[config.mk]
export PLATFORM = sky130hd
export DESIGN_NAME = serial_sub32
export DESIGN_NICKNAME = d
export VERILOG_FILES = /design/src/rtl/serial_sub32.sv
export SDC_FILE = /design/constraint.sdc
export NUM_CORES = 1
export LEC_CHECK = 0
export ABC_CLOCK_PERIOD_IN_PS = 6340
export CAP_MARGIN = 30
export CORE_MARGIN = 3
export CORE_UTILIZATION = 52
export CTS_BUF_LIST = sky130_fd_sc_hd__clkbuf_2 sky130_fd_sc_hd__clkbuf_4 sky130_fd_sc_hd__clkbuf_8
export CTS_CLUSTER_DIAMETER = 30
export CTS_CLUSTER_SIZE = 16
export DETAILED_ROUTE_END_ITERATION = 16
export MAX_ROUTING_LAYER = met4
export PLACE_DENSITY = 0.78
export SYNTH_ARGS = -nofsm -noshare
export SYNTH_HDL_FRONTEND = slang
export SYNTH_SLANG_ARGS = --single-unit
[constraint.sdc]
create_clock -name TClk -period 6.34 [get_ports TClk]
set_input_delay 1.902 -clock TClk [delete_from_list [all_inputs] [get_ports TClk]]
set_output_delay 1.902 -clock TClk [all_outputs]
set_load 0.02 [all_outputs]
[src/rtl/serial_sub32.sv]
// serial_sub32: byte-serial 32-bit subtractor computing ra - rb - bin.
// Operands are captured when a request is accepted. One 8-bit slice is
// resolved per clock, least-significant byte first, with the borrow
// carried between slices in a register. The result, borrow-out and
// signed overflow are registered and presented with a one-cycle done pulse.
module serial_sub32 (
  input  logic        TClk,
  input  logic        rst,
  input  logic        start,
  input  logic [31:0] ra,
  input  logic [31:0] rb,
  input  logic        bin,
  output logic        busy,
  output logic        done,
  output logic [31:0] diff,
  output logic        bout,
  output logic        ovf
);

  typedef enum logic [1:0] {
    ST_IDLE = 2'd0,
    ST_RUN  = 2'd1,
    ST_DONE = 2'd2
  } state_t;

  // One slice: {borrow_out, d} = a - b - bi, formed as a + ~b + ~bi.
  // The carry out of that sum is the inverse of the borrow.
  function automatic logic [8:0] sub_slice(input logic [7:0] a,
                                           input logic [7:0] b,
                                           input logic       bi);
    logic [8:0] sum;
    sum = {1'b0, a} + {1'b0, ~b} + {8'd0, ~bi};
    return {~sum[8], sum[7:0]};
  endfunction

  // Signed overflow of a - b, judged from the operand signs and the result sign.
  function automatic logic sub_ovf(input logic a_msb,
                                   input logic b_msb,
                                   input logic d_msb);
    return (a_msb ^ b_msb) & (d_msb ^ a_msb);
  endfunction

  state_t      state_r, state_s;
  logic [31:0] a_r, a_s;
  logic [31:0] b_r, b_s;
  logic [1:0]  idx_r, idx_s;
  logic        borrow_r, borrow_s;
  logic [31:0] acc_r, acc_s;
  logic        busy_r, busy_s;
  logic        done_r, done_s;
  logic [31:0] diff_r, diff_s;
  logic        bout_r, bout_s;
  logic        ovf_r, ovf_s;
  logic [8:0]  slice_s;

  // State and datapath registers, with synchronous reset taking priority.
  always_ff @(posedge TClk) begin
    if (rst) begin
      state_r  <= ST_IDLE;
      a_r      <= 32'd0;
      b_r      <= 32'd0;
      idx_r    <= 2'd0;
      borrow_r <= 1'b0;
      acc_r    <= 32'd0;
      busy_r   <= 1'b0;
      done_r   <= 1'b0;
      diff_r   <= 32'd0;
      bout_r   <= 1'b0;
      ovf_r    <= 1'b0;
    end else begin
      state_r  <= state_s;
      a_r      <= a_s;
      b_r      <= b_s;
      idx_r    <= idx_s;
      borrow_r <= borrow_s;
      acc_r    <= acc_s;
      busy_r   <= busy_s;
      done_r   <= done_s;
      diff_r   <= diff_s;
      bout_r   <= bout_s;
      ovf_r    <= ovf_s;
    end
  end

  // Next-state and next-value logic: hold everything unless the state acts on it.
  always_comb begin
    state_s  = state_r;
    a_s      = a_r;
    b_s      = b_r;
    idx_s    = idx_r;
    borrow_s = borrow_r;
    acc_s    = acc_r;
    busy_s   = busy_r;
    done_s   = 1'b0;
    diff_s   = diff_r;
    bout_s   = bout_r;
    ovf_s    = ovf_r;
    slice_s  = sub_slice(a_r[{idx_r, 3'b000} +: 8], b_r[{idx_r, 3'b000} +: 8], borrow_r);

    case (state_r)
      ST_IDLE: begin
        if (start) begin
          a_s      = ra;
          b_s      = rb;
          idx_s    = 2'd0;
          borrow_s = bin;
          busy_s   = 1'b1;
          state_s  = ST_RUN;
        end else begin
          state_s  = ST_IDLE;
        end
      end
      ST_RUN: begin
        acc_s[{idx_r, 3'b000} +: 8] = slice_s[7:0];
        borrow_s = slice_s[8];
        idx_s    = idx_r + 2'd1;
        if (idx_r == 2'd3) begin
          diff_s  = acc_s;
          bout_s  = slice_s[8];
          ovf_s   = sub_ovf(a_r[31], b_r[31], acc_s[31]);
          busy_s  = 1'b0;
          done_s  = 1'b1;
          state_s = ST_DONE;
        end else begin
          state_s = ST_RUN;
        end
      end
      ST_DONE: begin
        idx_s   = 2'd0;
        state_s = ST_IDLE;
      end
      default: begin
        busy_s  = 1'b0;
        idx_s   = 2'd0;
        state_s = ST_IDLE;
      end
    endcase
  end

  assign busy = busy_r;
  assign done = done_r;
  assign diff = diff_r;
  assign bout = bout_r;
  assign ovf  = ovf_r;

endmodule
Word level (Yosys, flattened, before mapping)
Cells that the tools add are included.
{"block": "classes", "n_addsub": 4, "eq_ne": 5, "n_shift": 4, "n_mux": 12, "n_bitwise": 8, "reduce_logical": 7}
{"operator": "indexed part select 32 x 6 -> 8 bit", "n": 2}
{"operator": "bitwise mux 32 bit", "n": 1}
{"operator": "variable shift 8 x 7 -> 32 bit, first input constant", "n": 1}
{"operator": "indexed part select 8 x 7 -> 32 bit", "n": 1}
{"operator": "adder 8 x 8 -> 9 bit", "n": 1}
{"operator": "adder 9 x 1 -> 9 bit", "n": 1}
{"operator": "NOT 8 bit", "n": 1}
{"operator": "one-hot mux 2 bit (2 select lines)", "n": 2}
{"operator": "negation 5 -> 7 bit", "n": 1}
{"operator": "AND reduction 2 bit", "n": 3}
{"operator": "2-to-1 mux 1 bit", "n": 5}
{"operator": "== test 2 bit, second input constant", "n": 2}
{"operator": "2-to-1 mux 2 bit", "n": 2}
{"operator": "inequality test 2 bit, second input constant", "n": 2}
{"operator": "NOT 1 bit", "n": 4}
{"operator": "one-hot mux 1 bit (3 select lines)", "n": 1}
{"operator": "AND reduction 3 bit", "n": 1}
{"operator": "adder 2 x 1 -> 2 bit, second input constant", "n": 1}
{"operator": "== test 2 x 1 -> 1 bit, second input constant", "n": 1}
{"operator": "logical NOT 2 bit", "n": 1}
{"operator": "one-hot mux 1 bit (2 select lines)", "n": 1}
{"operator": "nonzero test 2 bit", "n": 1}
{"operator": "OR reduction 2 bit", "n": 1}
{"operator": "XOR 1 bit", "n": 2}
{"operator": "bitwise AND 1 bit", "n": 1}
{"block": "word_totals", "reg_bits": 137, "in_bits": 68, "wordCells": 51}

Logic depth before layout (Yosys ltp)
Gate-level depths: netlist of the first run.
{"block": "logic_depth", "ltp_word": 8, "depth_mapped": 12}

Worst setup path after synthesis of the first run
No wires, ideal clock.
{"block": "synth_path", "path_type": "register -> register", "from": "reg idx_r[1]", "to": "reg diff_r[30], in the netlist diff[30]", "setup_time_ns": 0.131, "t_arrival_ns": 2.872, "required_time_ns": 6.209, "path_slack_ns": 3.337, "stages_incl_launch_ff": 12, "n_path_buf": 2, "synth_period_minus_slack_ns": 3.003, "cell_sequence": "dfxtp_1 > buf_2 > buf_2 > mux4_1 > fa_1 > inv_1 > fa_1 > nor2b_1 > o31a_2 > o2111a_1 > nor3_2 > o22ai_1"}
{"block": "synth_between", "elab_chain_cells": 6}
{"element": "from (decl)", "line_no": "46", "rtl": "logic [1:0] idx_r, idx_s;"}
{"element": "from (signal assigned)", "line_no": "74", "rtl": "idx_r <= idx_s;"}
{"element": "indexed part select 32 x 6 -> 8 bit", "line_no": "98", "rtl": "slice_s = sub_slice(a_r[{idx_r, 3'b000} +: 8], b_r[{idx_r, 3'b000} +: 8], borrow_r);"}
{"element": "NOT 8 bit", "line_no": "32", "rtl": "sum = {1'b0, a} + {1'b0, ~b} + {8'd0, ~bi};"}
{"element": "adder 8 x 8 -> 9 bit", "line_no": "32"}
{"element": "adder 9 x 1 -> 9 bit", "line_no": "32"}
{"element": "indexed part select 8 x 7 -> 32 bit", "line_no": "114", "rtl": "acc_s[{idx_r, 3'b000} +: 8] = slice_s[7:0];"}
{"element": "bitwise mux 32 bit", "line_no": "114"}
{"element": "to (signal assigned)", "line_no": "79", "rtl": "diff_r <= diff_s;"}
{"element": "to (decl)", "line_no": "51", "rtl": "logic [31:0] diff_r, diff_s;"}
Several ways; a longest one is shown, not always the timed one.
A chain may end at the register's enable or synchronous reset.

Final worst setup path of the first run
{"block": "layout_path", "from": "reg idx_r[1]", "to": "reg acc_r[4]"}
{"block": "layout_between", "elab_chain_cells": 6}
{"element": "indexed part select 32 x 6 -> 8 bit", "line_no": "98"}
{"element": "NOT 8 bit", "line_no": "32"}
{"element": "adder 8 x 8 -> 9 bit", "line_no": "32"}
{"element": "adder 9 x 1 -> 9 bit", "line_no": "32"}
{"element": "indexed part select 8 x 7 -> 32 bit", "line_no": "114"}
{"element": "bitwise mux 32 bit *", "line_no": "114"}
{"element": "to (signal assigned)", "line_no": "76", "rtl": "acc_r <= acc_s;"}
{"element": "to (decl)", "line_no": "48", "rtl": "logic [31:0] acc_r, acc_s;"}
Mark *: on every way between the ends. The rest lies on a longest branch, timed or not.

==> results of run 1 <==
==> cell usage in the layout, fill, tap and decap left out, types with 3 or more instances in the layout <==
cell type / synthesis / routed
nand2_1: 143 / 142
dfxtp_1: 137 / 137
clkdlybuf4s50_1: 0 / 102
a21oi_1: 88 / 88
nor2_1: 66 / 66
a211oi_1: 24 / 24
inv_1: 20 / 20
clkbuf_8: 1 / 19
a22oi_1: 15 / 15
mux4_2: 14 / 14
ha_1: 13 / 13
nor3_1: 12 / 12
a211oi_2: 12 / 12
o21ai_0: 9 / 9
a221oi_1: 8 / 8
nand3_1: 6 / 6
and3_1: 6 / 6
clkinv_2: 0 / 6
o21ai_1: 5 / 5
o22ai_1: 5 / 5
buf_4: 1 / 5
nand3b_1: 4 / 4
clkbuf_4: 0 / 4
nand2b_1: 3 / 3
o2111a_1: 3 / 3
nor4_1: 3 / 3
a22oi_2: 3 / 3
==> per-stage QoR <==
step	utilization	instance area (um^2)	power (W)
global route	0.6578	7543	0.002060
CTS	0.6578	7543	0.001990
global placement	0.6204	7114	0.001273
detailed placement	0.6239	7154	0.001290
floorplan	-	6152	0.001175
finish	0.6578	7543	0.001984
==> cells by family after synthesis <==
logic type	Yosys count
simple gates	260
compound gates	189
flops	137
buf+inv	72
mux	16
fa+ha+maj	15
xor+xnor	3
==> worst paths after layout <==
kind | from | endpoint | slack, ns | cells past startpoint
worst max-delay path | idx_r[1] | acc_r[4] | 2.76 | 10
worst min-delay path | a_r[15] | a_r[15] | 0.45 | 2
worst max register to register | idx_r[1] | acc_r[4] | 2.76 | 10
worst min register to register | a_r[15] | a_r[15] | 0.45 | 2
==> layout make-up <==
cell class,instances,area (um^2)
inverter,22,95.09
fill,950,3924
clock buffer,23,291.5
clock inverter,9,97.59
multi-input combinational,483,3039
sequential,137,2743
timing repair buffer,109,1099
tap,143,178.9
==> registers in the layout, indices dropped and copies added (netlist names) <==
name / cells
diff: 32
ovf: 1
borrow_r: 1
idx_r: 2
state_r: 2
busy: 1
a_r: 32
b_r: 32
acc_r: 32
bout: 1
done: 1
==> worst max-delay path: stages (launching register included) <==
cell	delay, ns
dfxtp_1	0.69
buf_4	0.34
mux4_1	0.42
fa_1	0.51
inv_1	0.09
fa_1	0.20
nor2b_1	0.07
o31a_2	0.36
a21oi_2	0.37
a22oi_1	0.17
a211oi_1	0.27
==> power groups by stage <==
stage	Clock (W)	Sequential, W	Combinational (W)
floorplan	0	0.000935	0.000240
global route	0.000750	0.000926	0.000384
global placement	0	0.000939	0.000335
finish	0.000708	0.000921	0.000354
CTS	0.000717	0.000922	0.000351
detailed placement	0	0.000941	0.000349
==> metal layers <==
layer / global-route usage / wire length, um / vias up
met5: - / 0 / -
met4: 0.09233 / 332 / 0
met3: 0.05684 / 995 / 29
met2: 0.3818 / 7278 / 185
met1: 0.2884 / 6166 / 2479
li1: - / - / 2583
==> run_results.csv, run 1 <==
group,metric,value,unit
synth,netlist_area,6152,um^2
synth,synth_common_cells,"nand2_1 (143), dfxtp_1 (137), a21oi_1 (88), nor2_1 (66), a211oi_1 (24)",
synth,yosys.cell_count.top_type,"nand2_1",
worst_setup_path,critPathLaunchType,"flip-flop",
cts,clk_pin_slew_worst_paths,0.07,ns
power_and_ir_drop,clockPowerShare,0.357,
route,route.antenna.remaining_nets,0,
placement,gp_congestion,0.8249,
power_and_ir_drop,power_density,263.0,nW/um^2
power_and_ir_drop,switching_share,0.2814,
synth,synth_edf_count,0,
sta,rsz0062_at_grt,"false",
synth,synthAdderAreaFrac,0.03295,
cts,holdBufCountCts,0,
global_route,antenna_found_initial,0,
cts,cts_sinks,137,
route,drt_wl_total,14770,um
sta,tns,0,ns
worst_setup_path,critPathArrivalTime,3.94,ns
finish,final_cells,926,
synth,yosysTopAreaCellShare,0.4458,
cts,cts-root-buf,"clkbuf_8",
power_and_ir_drop,p_sw,0.0005582,W
synth,ys_types,62,
finish,finalNetCount,853,
die,placementRows,39,
worst_setup_path,cp-end-kind,"flip-flop",
synth,synth_compound_area_frac,0.2109,
power_and_ir_drop,pwr-share-comb,0.179,
sta,hold_viol,0,
worst_setup_path,path_class,"reg2reg",
route,wl_per_cell,15.95,um
outcome,status,"finished, final reports clean",
die,die_w,114.8,um
cts,htree_levels,4,
placement,port_buffers,103,
sta,slew_headroom,0.3691,
route,drc,0,
power_and_ir_drop,internal_power,0.001426,W
cts,clockBufferDepth,2,
synth,yosys.area_share.xor_xnor,0.005491,
sta,setup-violations-final,0,
route,dr.pass1.iters,5,
global_route,grt-ovfl-total,0,
power_and_ir_drop,peakVddDrop,130.8,uV
die,pin_count,104,
cts,cts_made_buffers,17,
synth,yosysWarnings,0,
placement,dpl.hpwl,10300,um
die,core_area,11470,um^2
synth,synth.top_cells.by_area,"dfxtp_1 (45%), nand2_1 (8.7%), a21oi_1 (7.2%)",
synth,yosys_most_used_dff,"dfxtp_1",
worst_setup_path,cp.required,6.70,ns
finish,drive_gt1_frac,0.1162,
synth,async_flop_share,0,
finish,layout-area-overhead-vs-synth,22.62,%
sta,worst_slack,2.757,ns
die,dieArea,13170,um^2
global_route,grt_pass1_wl,24050,um
die,initial_core_util,0.5365,
power_and_ir_drop,seqPwrFrac,0.464,
synth,synthCells,692,
cts,cts_tree,"built",
route,via_per_inst,5.698,
cts,postCtsSetupBuffers,0,
global_route,grt_usage,0.2370,
sta,fin_skew,0.01168,ns
synth,seq_area_frac_synth,0.4458,
sta,hold_slack,0.4543,ns
die,die_y,114.8,um
finish,n_antenna_cell,0,
synth,syn_nets,775,
worst_hold_path,hold_path.class,"reg2reg",
placement,pre_cts_slack,2.702,ns
synth,synth_top_family_by_area,"compound AO/OA/AOI/OAI gates",
route,vias,5276,
synth,synthSimpleGateAreaFrac,0.1839,
sta,worst_slew_pin_slew,0.9396,ns
sta,period_needed,3.583,ns
synth,ys_ff_latch,137,
power_and_ir_drop,p_leak,2.704,nW
placement,dp_cells,894,
cts,insertion_delay,0.45,ns
synth,avgSynthCellArea,8.890,um^2
sta,slew_viol_final,0,
job,drv_cap,0,
sta,fin_crit_sh,0.5651,
global_route,grt_pass1_vias,5030,
sta,clock.fmax,279.1,MHz
global_route,grt_max_degree,88,
synth,yosys.area.top_type,"dfxtp_1",
worst_setup_path,cp_max_fo,12,
synth,synth.area.mux_share,0.05979,
route,first_iter_violations,315,
cts,cts_resized,0,
Power figures use the tool's default switching activity.
==> run 2: changes to the inputs <==
==> config.mk (replaced) <==
export PLATFORM = sky130hd
export DESIGN_NAME = serial_sub32
export DESIGN_NICKNAME = d
export VERILOG_FILES = /design/src/rtl/serial_sub32.sv
export SDC_FILE = /design/constraint.sdc
export NUM_CORES = 1
export LEC_CHECK = 0
export ABC_CLOCK_PERIOD_IN_PS = 3100
export CAP_MARGIN = 30
export CORE_MARGIN = 3
export CORE_UTILIZATION = 50
export CTS_BUF_LIST = sky130_fd_sc_hd__clkbuf_2 sky130_fd_sc_hd__clkbuf_4 sky130_fd_sc_hd__clkbuf_8
export CTS_CLUSTER_DIAMETER = 30
export CTS_CLUSTER_SIZE = 16
export DETAILED_ROUTE_END_ITERATION = 16
export MAX_ROUTING_LAYER = met4
export PLACE_DENSITY = 0.79
export SYNTH_ARGS = -nofsm -noshare
export SYNTH_HDL_FRONTEND = slang
export SYNTH_SLANG_ARGS = --single-unit
==> constraint.sdc (replaced) <==
create_clock -name TClk -period 3.1 [get_ports TClk]
set_input_delay 0.93 -clock TClk [delete_from_list [all_inputs] [get_ports TClk]]
set_output_delay 0.93 -clock TClk [all_outputs]
set_load 0.02 [all_outputs]
==> run 2 against run 1 <==
- first-iteration DRC count is 27% higher
- via count is 1.1% lower
- clock-buffer cell count grew 1
- clock skew barely moved
- die area rose by 3.8%
- final cell count increased by 0.43%
- critical path type unchanged
- largest cell class unchanged
==> run_results.csv, run 2 (same netlist as run 1, synthesis figures left out) <==
group,metric,value,unit
outcome,status,"finished, final reports clean",
sta,worst_slew_pin_slew,0.7339,ns
sta,fin_crit_sh,0.9589,
route,vias,5217,
global_route,grt_pass1_vias,5233,
sta,fin_skew,0.01174,ns
worst_setup_path,cp_num_buf_inv,1,
route,route.antenna.remaining_nets,0,
cts,holdBufCountCts,0,
die,die_y,116.9,um
placement,place_area,7197,um^2
global_route,grt_pass1_wl,24670,um
global_route,grt_max_degree,127,
route,drc,0,
die,core_area,11710,um^2
finish,n_antenna_cell,0,
finish,fin_util,0.6510,
sta,period_needed,2.973,ns
cts,clockBufferDepth,2,
finish,finalNetCount,858,
cts,cts_tree,"built",
die,placementRows,39,
die,pin_count,104,
die,die_w,116.9,um
power_and_ir_drop,power_density,529.5,nW/um^2
sta,clock.fmax,336.4,MHz
worst_setup_path,crit_chain,"mux4_1, fa_1, inv_1, fa_1, nor2b_1, o31a_2, nor4_1, nor3_2, o21ai_0",
worst_setup_path,path_class,"reg2reg",
global_route,grt-ovfl-total,0,
sta,worst_slack,0.1274,ns
placement,port_buffers,103,
sta,slew_viol_final,0,
worst_setup_path,path_delay_family,"adder cells",
sta,setup-violations-final,0,
finish,final_cell_mix,"nand2_1 (142), dfxtp_1 (137), clkdlybuf4s50_1 (102), a21oi_1 (88), nor2_1 (66)",
job,drv_cap,0,
worst_setup_path,critPathMostFrequentCell,"fa_1",
die,initial_core_util,0.5253,
cts,clk_pin_slew_worst_paths,0.07,ns
finish,layout_commonest_cell,"nand2_1",
power_and_ir_drop,p_leak,2.730,nW
cts,cts-root-buf,"clkbuf_8",
sta,hold_viol,0,
global_route,grt_usage,0.2349,
placement,dpl.hpwl,10790,um
cts,cts_sinks,137,
finish,fin_area,7624,um^2
power_and_ir_drop,power,0.004037,W
route,drt_wl_total,15070,um
worst_hold_path,hold_path.class,"reg2reg",
worst_setup_path,cp_max_fo,6,
worst_setup_path,critPathArrivalTime,3.32,ns
placement,pre_cts_slack,-0.01490,ns
cts,cts_made_buffers,17,
finish,drive_gt1_frac,0.1220,
worst_setup_path,cp.required,3.44,ns
die,dieArea,13670,um^2
placement,gp_congestion,0.8351,
worst_setup_path,critPathMaxStageDelay,0.60,ns
worst_setup_path,cp-end-kind,"flip-flop",
finish,fill_cells,1003,
cts,insertion_delay,0.43,ns
worst_setup_path,crit_slowest_cell,"mux4_1",
power_and_ir_drop,peakVddDrop,254.7,uV
route,dr.pass1.iters,5,
sta,slew_headroom,0.5071,
route,wl_per_cell,16.20,um
route,first_iter_violations,401,
worst_setup_path,critPathLaunchType,"flip-flop",
global_route,antenna_found_initial,0,
cts,htree_levels,4,
route,via_per_inst,5.610,
finish,layout-area-overhead-vs-synth,23.92,%
run 2: cell type report:
| type | count | area (um^2) | area share |
|---|---|---|---|
| repair buffers | 114 | 1169 | 0.1533 |
| inverters | 22 | 95.09 | 0.01247 |
| well taps | 143 | 178.9 | 0.02347 |
| flip-flops and latches | 137 | 2743 | 0.3598 |
| clock buffers | 24 | 311.5 | 0.04087 |
| multi-input cells | 483 | 3059 | 0.4013 |
| clock inverters | 7 | 67.56 | 0.008863 |
run 2: timing repair:
item                                    in CTS  in global routing
pin swaps                                    1                  1
endpoints found under the setup margin       1                 17
gates resized for setup                      0                  5
buffers inserted                             0                  1
gates cloned                                 0                  0
run 2: path summary, 6_finish.rpt:
path                            slack, ns      from  depth (start not counted)        end
worst max register to register       0.13  idx_r[0]                          9  acc_r[30]
worst max-delay path                 0.13  idx_r[0]                          9  acc_r[30]
worst min-delay path                 0.45    a_r[8]                          2     a_r[8]
worst min register to register       0.45    a_r[8]                          2     a_r[8]
run 2: stage by stage:
stage	std cells	hold WS [ns]	setup TNS, ns
after floorplan	692	0.4168	0
after global placement	898	0.4392	0
after detailed placement	898	0.4431	-0.01490
after CTS	929	0.4523	0
after global routing	930	0.4721	-0.02232
final	930	0.4503	0
run 2: layer usage:
metal	vias to the layer above	track usage	wire length (um)
met5	-	-	0
met4	0	0.06957	255
met3	25	0.04730	850
met2	178	0.4016	7674
met1	2421	0.2808	6285
li1	2593	-	-
run 2: report_power, final:
part | switching [W] | internal [W]
sequential | 0.0000451 | 0.00184
combinational | 0.000439 | 0.000329
clock | 0.000645 | 0.000738
total | 0.00113 | 0.00291
run 2: worst register-to-register path, cell delays in order, from the launching register on:
cell and delay, ns:
dfxtp_1 0.37, mux4_1 0.60, fa_1 0.49, inv_1 0.09
fa_1 0.20, nor2b_1 0.06, o31a_2 0.36, nor4_1 0.43
nor3_2 0.12, o21ai_0 0.19
==> run 3: changes to the inputs <==
==> config.mk (replaced) <==
export PLATFORM = sky130hd
export DESIGN_NAME = serial_sub32
export DESIGN_NICKNAME = d
export VERILOG_FILES = /design/src/rtl/serial_sub32.sv
export SDC_FILE = /design/constraint.sdc
export NUM_CORES = 1
export LEC_CHECK = 0
export ABC_CLOCK_PERIOD_IN_PS = 3400
export CAP_MARGIN = 30
export CORE_MARGIN = 3
export CORE_UTILIZATION = 55
export CTS_BUF_LIST = sky130_fd_sc_hd__clkbuf_2 sky130_fd_sc_hd__clkbuf_4 sky130_fd_sc_hd__clkbuf_8
export CTS_CLUSTER_DIAMETER = 30
export CTS_CLUSTER_SIZE = 16
export DETAILED_ROUTE_END_ITERATION = 16
export MAX_ROUTING_LAYER = met4
export PLACE_DENSITY = 0.82
export SYNTH_ARGS = -nofsm -noshare
export SYNTH_HDL_FRONTEND = slang
export SYNTH_SLANG_ARGS = --single-unit
==> constraint.sdc (replaced) <==
create_clock -name TClk -period 3.4 [get_ports TClk]
set_input_delay 1.02 -clock TClk [delete_from_list [all_inputs] [get_ports TClk]]
set_output_delay 1.02 -clock TClk [all_outputs]
set_load 0.02 [all_outputs]
==> run 3 against run 2 <==
- global-route usage grew 2.7 points
- critical endpoint is now acc_r[18]
- fmax down 1.7%
- clock-buffer cell count is 3 lower
==> run_results.csv, run 3 (same netlist as run 1, synthesis figures left out) <==
group,metric,value,unit
power_and_ir_drop,p_sw,0.001059,W
global_route,antenna_found_initial,0,
cts,cts_made_buffers,17,
route,dr.pass1.iters,5,
worst_hold_path,hold_path.class,"reg2reg",
power_and_ir_drop,pwr-share-comb,0.175,
sta,worst_slack,0.3757,ns
cts,cts-root-buf,"clkbuf_8",
sta,clock.fmax,330.7,MHz
cts,holdBufCountCts,0,
sta,slew_viol_final,0,
worst_setup_path,path_class,"reg2reg",
power_and_ir_drop,switching_share,0.2796,
sta,slew_headroom,0.5143,
die,initial_core_util,0.5803,
route,vias,5313,
power_and_ir_drop,internal_power,0.002729,W
job,drv_cap,0,
sta,rsz0062_at_grt,"false",
placement,pre_cts_slack,0.3742,ns
cts,cts_resized,0,
route,drt_wl_total,15660,um
sta,tns,0,ns
cts,postCtsSetupBuffers,0,
finish,layout_commonest_cell,"nand2_1",
sta,fin_crit_sh,0.8895,
route,via_per_inst,5.769,
sta,worst_slew_pin_slew,0.7231,ns
power_and_ir_drop,seqPwrFrac,0.455,
finish,fin_util,0.7153,
global_route,grt-ovfl-total,0,
finish,fill_cells,811,
die,placementRows,37,
cts,insertion_delay,0.44,ns
power_and_ir_drop,power,0.003787,W
finish,n_antenna_cell,0,
finish,layout-area-overhead-vs-synth,23.27,%
cts,htree_levels,4,
die,core_area,10600,um^2
cts,cts_tree,"built",
worst_setup_path,cp.required,3.74,ns
global_route,grt_usage,0.2619,
route,route.antenna.remaining_nets,0,
worst_setup_path,cp_max_fo,21,
route,drc,0,
die,die_y,111.8,um
outcome,status,"finished, final reports clean",
finish,final_cell_mix,"nand2_1 (142), dfxtp_1 (137), clkdlybuf4s50_1 (102), a21oi_1 (88), nor2_1 (66)",
worst_setup_path,cp-end-kind,"flip-flop",
finish,finalNetCount,855,
global_route,grt_pass1_vias,5300,
route,wl_per_cell,17.00,um
cts,clockBufferDepth,2,
sta,setup-violations-final,0,
global_route,grt_max_degree,106,
die,dieArea,12490,um^2
placement,gp_congestion,0.8759,
placement,dpl.hpwl,11100,um
power_and_ir_drop,p_leak,2.709,nW
route,first_iter_violations,487,
global_route,grt_pass1_wl,25940,um
sta,fin_skew,0.01561,ns
sta,period_needed,3.024,ns
worst_setup_path,critPathArrivalTime,3.36,ns
cts,clk_pin_slew_worst_paths,0.08,ns
die,die_w,111.8,um
placement,port_buffers,103,
power_and_ir_drop,clockPowerShare,0.370,
power_and_ir_drop,peakVddDrop,404.2,uV
power_and_ir_drop,power_density,499.4,nW/um^2
die,pin_count,104,
sta,hold_viol,0,
worst_setup_path,critPathLaunchType,"flip-flop",
cts,cts_sinks,137,
finish,drive_gt1_frac,0.1185,
[run 3: changes by cell type in the layout (fill, tap and decap cells not counted), moves of 2 or more]
cell        delta
clkbuf_8       -2
clkinvlp_4     +2
buf_6          -2
buf_12         -2
bufinv_16      +2
[run 3: cell type report]
cell class	instances	area, um^2	area share
clock inverters	11	146.4	0.01930
flip-flops and latches	137	2743	0.3617
well taps	136	170.2	0.02244
inverters	22	95.09	0.01254
multi-input cells	483	3039	0.4008
clock buffers	21	276.5	0.03646
repair buffers	111	1114	0.1468
[run 3: power by group through the flow]
stage | sequential, W | combinational (W) | clock (W)
after global routing | 0.00173 | 0.000721 | 0.00150
after floorplan | 0.00174 | 0.000448 | 0
after detailed placement | 0.00176 | 0.000654 | 0
after global placement | 0.00175 | 0.000636 | 0
after CTS | 0.00172 | 0.000659 | 0.00141
final | 0.00172 | 0.000664 | 0.00140
[run 3: path summary, 6_finish.rpt]
kind / startpoint / end / slack, ns / cells past startpoint
max: idx_r[0] / acc_r[18] / 0.38 / 9
min: b_r[24] / b_r[24] / 0.46 / 2
max reg2reg: idx_r[0] / acc_r[18] / 0.38 / 9
min reg2reg: b_r[24] / b_r[24] / 0.46 / 2
[run 3: metrics by stage]
step           hold WS (ns)  instances  instance area [um^2]
6_report             0.4572        921                  7584
5_1_grt              0.4790        921                  7584
4_1_cts              0.4562        921                  7584
3_5_place_dp         0.4412        889                  7161
3_3_place_gp         0.4379        889                  7161
2_1_floorplan        0.4168        692                  6152
[run 3: critical path, cell delays in order (launching register included)]
cell      delay (ns)
dfxtp_1         0.34
buf_4           0.34
mux4_2          0.35
inv_1           0.10
fa_1            0.23
inv_1           0.08
fa_1            0.41
xnor2_1         0.54
a22oi_1         0.24
a211oi_1        0.30
[run 3: per-layer routing]
layer,GRT usage,share of wire
met1,0.3103,0.41
met2,0.4504,0.52
met3,0.04783,0.050
met4,0.08516,0.020
met5,-,0
